--- src/rtl/regs_memwb.sv ---
// regs_memwb: MEM/WB pipeline register with stall/flush, load alignment/extension and write-back data select
module regs_memwb #(
    parameter int DATA_W = 32,
    parameter int MUL_W  = 64
) (
    input  logic              clk,
    input  logic              rst_n,
    input  logic              stall,
    input  logic              flush,
    input  logic              mem_o_dm2rf,
    input  logic              mem_o_hilowe,
    input  logic              mem_o_rfwe,
    input  logic [3:0]        mem_o_bytesel,
    input  logic              mem_o_loadsign,
    input  logic [4:0]        mem_o_rfwa,
    input  logic [MUL_W-1:0]  mem_o_mulres,
    input  logic [DATA_W-1:0] mem_o_alures,
    input  logic [DATA_W-1:0] mem_o_dmdout,
    output logic              wb_o_valid,
    output logic              wb_o_rfwe,
    output logic [4:0]        wb_o_rfwa,
    output logic [DATA_W-1:0] wb_o_rfwd,
    output logic              wb_o_hilowe,
    output logic [DATA_W-1:0] wb_o_hi,
    output logic [DATA_W-1:0] wb_o_lo,
    output logic              wb_o_misalign
);
    logic              r_valid;
    logic              r_dm2rf;
    logic              r_hilowe;
    logic              r_rfwe;
    logic [3:0]        r_bytesel;
    logic              r_loadsign;
    logic [4:0]        r_rfwa;
    logic [MUL_W-1:0]  r_mulres;
    logic [DATA_W-1:0] r_alures;
    logic [DATA_W-1:0] r_dmdout;

    logic [1:0]        w_off;
    logic              w_is_half;
    logic              w_is_byte;
    logic              w_is_word;
    logic [15:0]       w_half;
    logic [7:0]        w_byte;
    logic [DATA_W-1:0] w_load;
    logic              w_misalign;

    // Capture the MEM stage each cycle; flush turns the entry into a bubble, stall holds it
    always_ff @(posedge clk or negedge rst_n) begin
        if (!rst_n) begin
            r_valid    <= 1'b0;
            r_dm2rf    <= 1'b0;
            r_hilowe   <= 1'b0;
            r_rfwe     <= 1'b0;
            r_bytesel  <= '0;
            r_loadsign <= 1'b0;
            r_rfwa     <= '0;
            r_mulres   <= '0;
            r_alures   <= '0;
            r_dmdout   <= '0;
        end else if (flush) begin
            r_valid  <= 1'b0;
            r_dm2rf  <= 1'b0;
            r_hilowe <= 1'b0;
            r_rfwe   <= 1'b0;
        end else if (!stall) begin
            r_valid    <= 1'b1;
            r_dm2rf    <= mem_o_dm2rf;
            r_hilowe   <= mem_o_hilowe;
            r_rfwe     <= mem_o_rfwe;
            r_bytesel  <= mem_o_bytesel;
            r_loadsign <= mem_o_loadsign;
            r_rfwa     <= mem_o_rfwa;
            r_mulres   <= mem_o_mulres;
            r_alures   <= mem_o_alures;
            r_dmdout   <= mem_o_dmdout;
        end
    end

    // Select the addressed sub-word, extend it, and flag loads not aligned to their width
    always_comb begin
        w_off      = r_alures[1:0];
        w_is_half  = r_bytesel == 4'b0011;
        w_is_byte  = r_bytesel == 4'b0001;
        w_is_word  = !w_is_half && !w_is_byte;
        w_half     = w_off[1] ? r_dmdout[31:16] : r_dmdout[15:0];
        w_byte     = w_off == 2'd0 ? r_dmdout[7:0]   :
                     w_off == 2'd1 ? r_dmdout[15:8]  :
                     w_off == 2'd2 ? r_dmdout[23:16] : r_dmdout[31:24];
        w_load     = w_is_half ? {{(DATA_W-16){r_loadsign & w_half[15]}}, w_half} :
                     w_is_byte ? {{(DATA_W-8){r_loadsign & w_byte[7]}}, w_byte}  : r_dmdout;
        w_misalign = r_dm2rf & ((w_is_word & (w_off != 2'd0)) | (w_is_half & w_off[0]));
    end

    assign wb_o_valid    = r_valid;
    assign wb_o_misalign = w_misalign;
    assign wb_o_rfwd     = r_dm2rf ? w_load : r_alures;
    assign wb_o_rfwe     = r_valid & r_rfwe & (r_rfwa != 5'd0) & ~w_misalign;
    assign wb_o_rfwa     = r_rfwa;
    assign wb_o_hilowe   = r_valid & r_hilowe;
    assign wb_o_hi       = r_mulres[MUL_W-1 -: DATA_W];
    assign wb_o_lo       = r_mulres[DATA_W-1:0];
endmodule
--- config.mk ---
export PLATFORM = sky130hd
export DESIGN_NAME = regs_memwb
export DESIGN_NICKNAME = d
export VERILOG_FILES = /design/src/rtl/regs_memwb.sv
export SDC_FILE = /design/constraint.sdc
export NUM_CORES = 1
export LEC_CHECK = 0
export BUFFER_PORTS_ARGS = -buffer_cell sky130_fd_sc_hd__buf_4
export CAP_MARGIN = 20
export CORE_MARGIN = 4
export CORE_UTILIZATION = 49
export DETAILED_ROUTE_END_ITERATION = 12
export PLACE_DENSITY = 0.8
export SLEW_MARGIN = 20
export SYNTH_ARGS = -nofsm -noshare
export SYNTH_HDL_FRONTEND = slang
export SYNTH_SLANG_ARGS = --single-unit
--- constraint.sdc ---
create_clock -name clk -period 2 [get_ports clk]
set_input_delay 0.2 -clock clk [delete_from_list [all_inputs] [get_ports clk]]
set_output_delay 0.2 -clock clk [all_outputs]
set_load 0.03 [all_outputs]
Word level (Yosys, flattened, before mapping)
Cells that the tools add are included.
{"block": "word_totals", "reg_bits": 142, "latch_bits": 0, "ramBits": 0, "romBits": 0, "input_bits": 145, "out_inout_bits": 105, "word_cells": 50, "n_memories": 0}
{"block": "classes", "add_sub_neg": 0, "mul": 0, "div": 0, "order_cmp": 0, "n_eq_ne": 5, "shift": 0, "mux": 15, "bitwise_logic": 13, "reduce_logical": 7}
{"cell": "32-bit 2-to-1 mux", "count": 3}
{"cell": "8-bit 2-to-1 mux", "count": 3}
{"cell": "16-bit 2-to-1 mux", "count": 1}
{"cell": "1-bit AND", "count": 9}
{"cell": "1-bit 2-to-1 mux", "count": 8}
{"cell": "5-bit nonzero test", "count": 1}
{"cell": "4-bit by 1-bit equality test with 1-bit output (second input constant)", "count": 1}
{"cell": "4-bit by 2-bit equality test with 1-bit output (second input constant)", "count": 1}
{"cell": "1-bit NOT", "count": 3}
{"cell": "2-bit by 1-bit equality test with 1-bit output (second input constant)", "count": 1}
{"cell": "2-bit equality test (second input constant)", "count": 1}
{"cell": "1-bit zero test", "count": 2}
{"cell": "2-bit zero test", "count": 1}
{"cell": "2-bit by 1-bit != test with 1-bit output (second input constant)", "count": 1}
{"cell": "2-bit AND reduction", "count": 1}
{"cell": "2-bit nonzero test", "count": 1}
{"cell": "1-bit logical AND", "count": 1}
{"cell": "1-bit bitwise OR", "count": 1}

Logic depth before layout (Yosys ltp)
{"block": "depth", "depth_word": 8, "mapped_depth": 7, "ltp_nobuf": 4}

Worst setup path after synthesis
OpenSTA, ideal clock, no wires.
{"block": "synth_timing", "path_kind": "reg2out", "startpoint": "register r_bytesel[0]", "endpoint": "output port wb_o_rfwe", "t_arrival_ns": 2.018, "path_slack_ns": -0.218, "path_stages_with_launch": 6, "n_path_buf": 1, "path_cell_list": "dfrtp_1 or3b_4 buf_2 o21ai_0 a21boi_0 nor2_1"}
{"block": "synth_via", "elab_chain_len": 8, "word_cells_on_any_way": 11, "cone_classes": "eq/ne (2); bitwise (6); reduce/logical (3)"}
{"element": "from (decl)", "line_no": "32", "text": "logic [3:0] r_bytesel;"}
{"element": "from (signal assigned)", "line_no": "71", "text": "r_bytesel <= mem_o_bytesel;"}
{"element": "4-bit by 2-bit equality test with 1-bit output / 4-bit by 1-bit equality test with 1-bit output (equally long branches)", "line_no": "83, 84"}
{"element": "1-bit zero test", "line_no": "85", "text": "w_is_word = !w_is_half && !w_is_byte;"}
{"element": "1-bit logical AND", "line_no": "85"}
{"element": "1-bit AND", "line_no": "92", "text": "w_misalign = r_dm2rf & ((w_is_word & (w_off != 2'd0)) | (w_is_half & w_off[0]));"}
{"element": "1-bit bitwise OR *", "line_no": "92"}
{"element": "1-bit AND *", "line_no": "92"}
{"element": "named net wb_o_misalign", "line_no": "26", "text": "output logic wb_o_misalign"}
{"element": "1-bit NOT *", "line_no": "98", "text": "assign wb_o_rfwe = r_valid & r_rfwe & (r_rfwa != 5'd0) & ~w_misalign;"}
{"element": "1-bit AND *", "line_no": "98"}
{"element": "to (decl)", "line_no": "20", "text": "output logic wb_o_rfwe,"}
The timed path passes the listed nets; every way through them passes the cells marked *.

Worst setup path in the final report
{"block": "layout_timing", "startpoint": "register r_alures[0]", "endpoint": "output port wb_o_rfwd[10]"}
{"block": "layout_via", "elab_chain_len": 8, "word_cells_on_any_way": 10, "cone_classes": "eq/ne (2); mux (6); bitwise (1); reduce/logical (1)"}
{"element": "from (decl)", "line_no": "36", "text": "logic [DATA_W-1:0] r_alures;"}
{"element": "from (signal assigned)", "line_no": "75", "text": "r_alures <= mem_o_alures;"}
{"element": "2-bit equality test", "line_no": "89", "text": "w_off == 2'd2 ? r_dmdout[23:16] : r_dmdout[31:24];"}
{"element": "8-bit 2-to-1 mux", "line_no": "89"}
{"element": "8-bit 2-to-1 mux", "line_no": "88", "text": "w_off == 2'd1 ? r_dmdout[15:8] :"}
{"element": "8-bit 2-to-1 mux *", "line_no": "87", "text": "w_byte = w_off == 2'd0 ? r_dmdout[7:0] :"}
{"element": "1-bit AND *", "line_no": "91", "text": "w_is_byte ? {{(DATA_W-8){r_loadsign & w_byte[7]}}, w_byte} : r_dmdout;"}
{"element": "32-bit 2-to-1 mux *", "line_no": "91"}
{"element": "32-bit 2-to-1 mux *", "line_no": "90", "text": "w_load = w_is_half ? {{(DATA_W-16){r_loadsign & w_half[15]}}, w_half} :"}
{"element": "32-bit 2-to-1 mux *", "line_no": "97", "text": "assign wb_o_rfwd = r_dm2rf ? w_load : r_alures;"}
{"element": "to (decl)", "line_no": "22", "text": "output logic [DATA_W-1:0] wb_o_rfwd,"}
Mark *: on every way between the ends. The rest lies on a longest branch, timed or not.

==> flow_summary_export.csv <==
group,metric,value,unit
global_routing,grt_pass1_wl,28400,um
routing,wirelength,18300,um
synthesis,synth_cells,494,
routing,drcViolationCount,0,
sta,slew_violations,0,
sta,finalSetupViolations,34,
finish,stdcell_count,940,
floorplan,core_area,12700,um2
finish,n_fill_cell,858,
pwr,pwr_density_cell,1000,nW/um2
finish,mostFrequentLayoutCell,"buf_4",
cts,clk_latency,0.41,ns
sta,rsz0062_at_grt,"true",
floorplan,ios,250,
synthesis,yosys_warnings,0,
worst_setup_path,crit_type,"register to output port",
hold_path,whs_path_depth,2,
cts,cts.sinks,142,
routing,m1WireLength,6760,um
routing,viasPerCell,5.42,
worst_setup_path,worst_r2r_endpoint,"r_alures[1]$_DFFE_PN0P_",
sta,worstMarginPinSlew,0.581,ns
floorplan,num_rows,41,
sta,period_share,120,%
global_routing,grt_pass1_vias,5434,
hold_path,hp-class,"primary input to register",
synthesis,ys_seq_elements,142,
finish,fin_area,9480,um2
global_routing,grt_usage,24.9,%
routing,ant_nets,0,
pwr,vdd_drop_max,0.586,mV
synthesis,synth-seq-area-share,56.0,%
placed_design,pre_cts_slack,0.0347,ns
sta,skew,0,ns
sta,hold_viol,0,
sta,fmax,418,MHz
synthesis,ys.flop_type,"dfrtp_1",
routing,drt-pass1-iter-count,4,
floorplan,dieArea,14800,um2
sta,slew_headroom,61.2,%
placed_design,port_buffers,249,
sta,min_period,2.39,ns
cts,cts_buffer_depth,2,
floorplan,die_h,122,um
worst_setup_path,reg2regPathDepth,2,
synthesis,synthesis.area,6350,um2
cts,numCtsBuffers,17,
placed_design,place_area,8430,um2
synthesis,synth_edf_count,0,
job,drv_cap,0,
cts,clk_pin_slew_worst_paths,0.06,ns
worst_setup_path,cp.required,1.80,ns
worst_setup_path,crit_path_end_kind,"output port",
routing,dr_wl_met3,1490,um
worst_setup_path,start_kind,"register",
routing,met2_wirelength,9480,um
sta,fin_tns_setup,-9.14,ns
synthesis,yosysUniqueCellTypes,37,
hold_path,hold_start,"mem_o_mulres[60]",
worst_setup_path,r2r-start,"r_alures[1]$_DFFE_PN0P_",
routing,drtIter0Drc,373,
cts,cts_root_buffer,"clkbuf_16",
pwr,cellLeakagePower,4.40,nW
finish,layout_common_cells,"240 x buf_4, 138 x dfrtp_1, 136 x mux2_2, 33 x buf_6, 25 x nor2_1",
synthesis,async_flop_share,100,%
sta,fin_ws,-0.394,ns
floorplan,start_util,50.1,%
cts,cts_tree,"done",
cts,htreeDepth,4,
global_routing,antenna_found_initial,0,
routing,highest_layer,"met4",
placed_design,place_hpwl,13000,um
worst_setup_path,cp.arrival,2.19,ns
finish,num-nets-final,901,
finish,fin_util,74.8,%
global_routing,grt_max_degree,110,
finish,areaGrowthSynthToFinish,49.4,%
floorplan,die_w,122,um
routing,wl_per_cell,19.5,um
placed_design,place.gp.congestion,0.832,
synthesis,syn_nets,639,
run_status,status,"finished with violations",
placed_design,dp_cells,896,
finish,n_antenna_cell,0,
finish,layout-drive-gt1-share,63.0,%
worst_setup_path,crit_path_max_fanout,8,
run_status,failed_checks,"negative setup slack",
worst_setup_path,r2r_slack,0.94,ns
routing,vias,5096,
global_routing,overflow,0,
hold_path,min_to,"r_mulres[60]$_DFFE_PN0P_",
synthesis,postSynthAreaPerCell,12.8,um2
==> cells in the mapped netlist, drive strengths merged (5+ instances only) <==
cell type	count	share of area [%]
dfrtp	142	56
nand2b	16	1.6
nand3	40	3.2
a222oi	5	0.79
mux2	137	24
o21ai	5	0.39
mux2i	15	2.4
nor2	28	1.7
clkbuf	11	0.65
buf	26	2.3
nand2	23	1.4
a21oi	13	1.0
a41oi	7	0.97
==> worst max-delay path by stage <==
stage	start	end	slack, ns
6_report	r_alures[0]$_DFFE_PN0P_	wb_o_rfwd[10]	-0.39
5_1_grt	r_alures[0]$_DFFE_PN0P_	wb_o_rfwd[10]	-0.46
4_1_cts	r_bytesel[2]$_DFFE_PN0P_	wb_o_rfwd[15]	-0.36
3_5_place_dp	r_bytesel[2]$_DFFE_PN0P_	wb_o_rfwd[4]	0.03
3_3_place_gp	r_bytesel[2]$_DFFE_PN0P_	wb_o_rfwd[5]	0.10
2_1_floorplan	r_bytesel[2]$_DFFE_PN0P_	wb_o_rfwd[10]	-0.03
==> per-layer routing <==
layer	up-vias	GRT usage, %
met5	-	0
met4	0	11.6
met3	51	7.29
met2	241	41.3
met1	2503	29.9
li1	2301	-
==> repair_timing <==
action,in CTS,in global routing
gates resized for setup,55,27
cloned,1,0
setup endpoints to repair,34,34
hold buffers,3,0
buffers inserted,6,4
endpoints found under the hold margin,58,0
pin swaps,11,8
==> flip-flops by register name, summed over array words and instances (netlist names) <==
register	cells
r_dm2rf	1
r_rfwe	1
r_dmdout	32
r_mulres	64
r_hilowe	1
r_loadsign	1
wb_o_valid	1
wb_o_rfwa	5
r_bytesel	4
r_alures	32
==> kinds of logic after synthesis <==
| logic type | share of synthesized area (%) |
|---|---|
| muxes | 27.0 |
| DFF | 56.0 |
| and+or+nand+nor | 9.40 |
| buffers and inverters | 3.11 |
| AOI/OAI and AO/OA | 4.47 |
==> layout make-up <==
| class | instances | area, um2 | area share, % |
|---|---|---|---|
| well taps | 172 | 215 | 2.27 |
| flip-flops and latches | 142 | 3560 | 37.5 |
| repair buffers | 280 | 2280 | 24.1 |
| clock inverters | 7 | 110 | 1.16 |
| multi-input cells | 312 | 2820 | 29.7 |
| clock buffers | 24 | 482 | 5.08 |
| inverters | 3 | 11.3 | 0.119 |
==> stage by stage <==
stage	hold slack (ns)	total power, mW
6_report	0.0185	9.52
5_1_grt	0.000110	9.94
4_1_cts	0.00171	9.48
3_5_place_dp	0.200	6.17
3_3_place_gp	0.192	6.08
2_1_floorplan	-0.0956	5.08
==> where the power goes <==
part           switching [mW]  total, mW  internal (mW)  leakage [nW]
clock network            1.12       3.16           2.05         0.294
logic                    1.44       2.73           1.29          2.44
registers               0.336       3.63           3.30          1.67
total                    2.89       9.52           6.63          4.40
==> worst max-delay path: stages, from the launching register on <==
cell and delay, ns:
dfrtp_2 0.44, mux2i_1 0.14, mux2_4 0.28, o41a_4 0.53, a41oi_2 0.21, buf_6 0.16
Note: power is estimated with default switching activity, not from simulation.
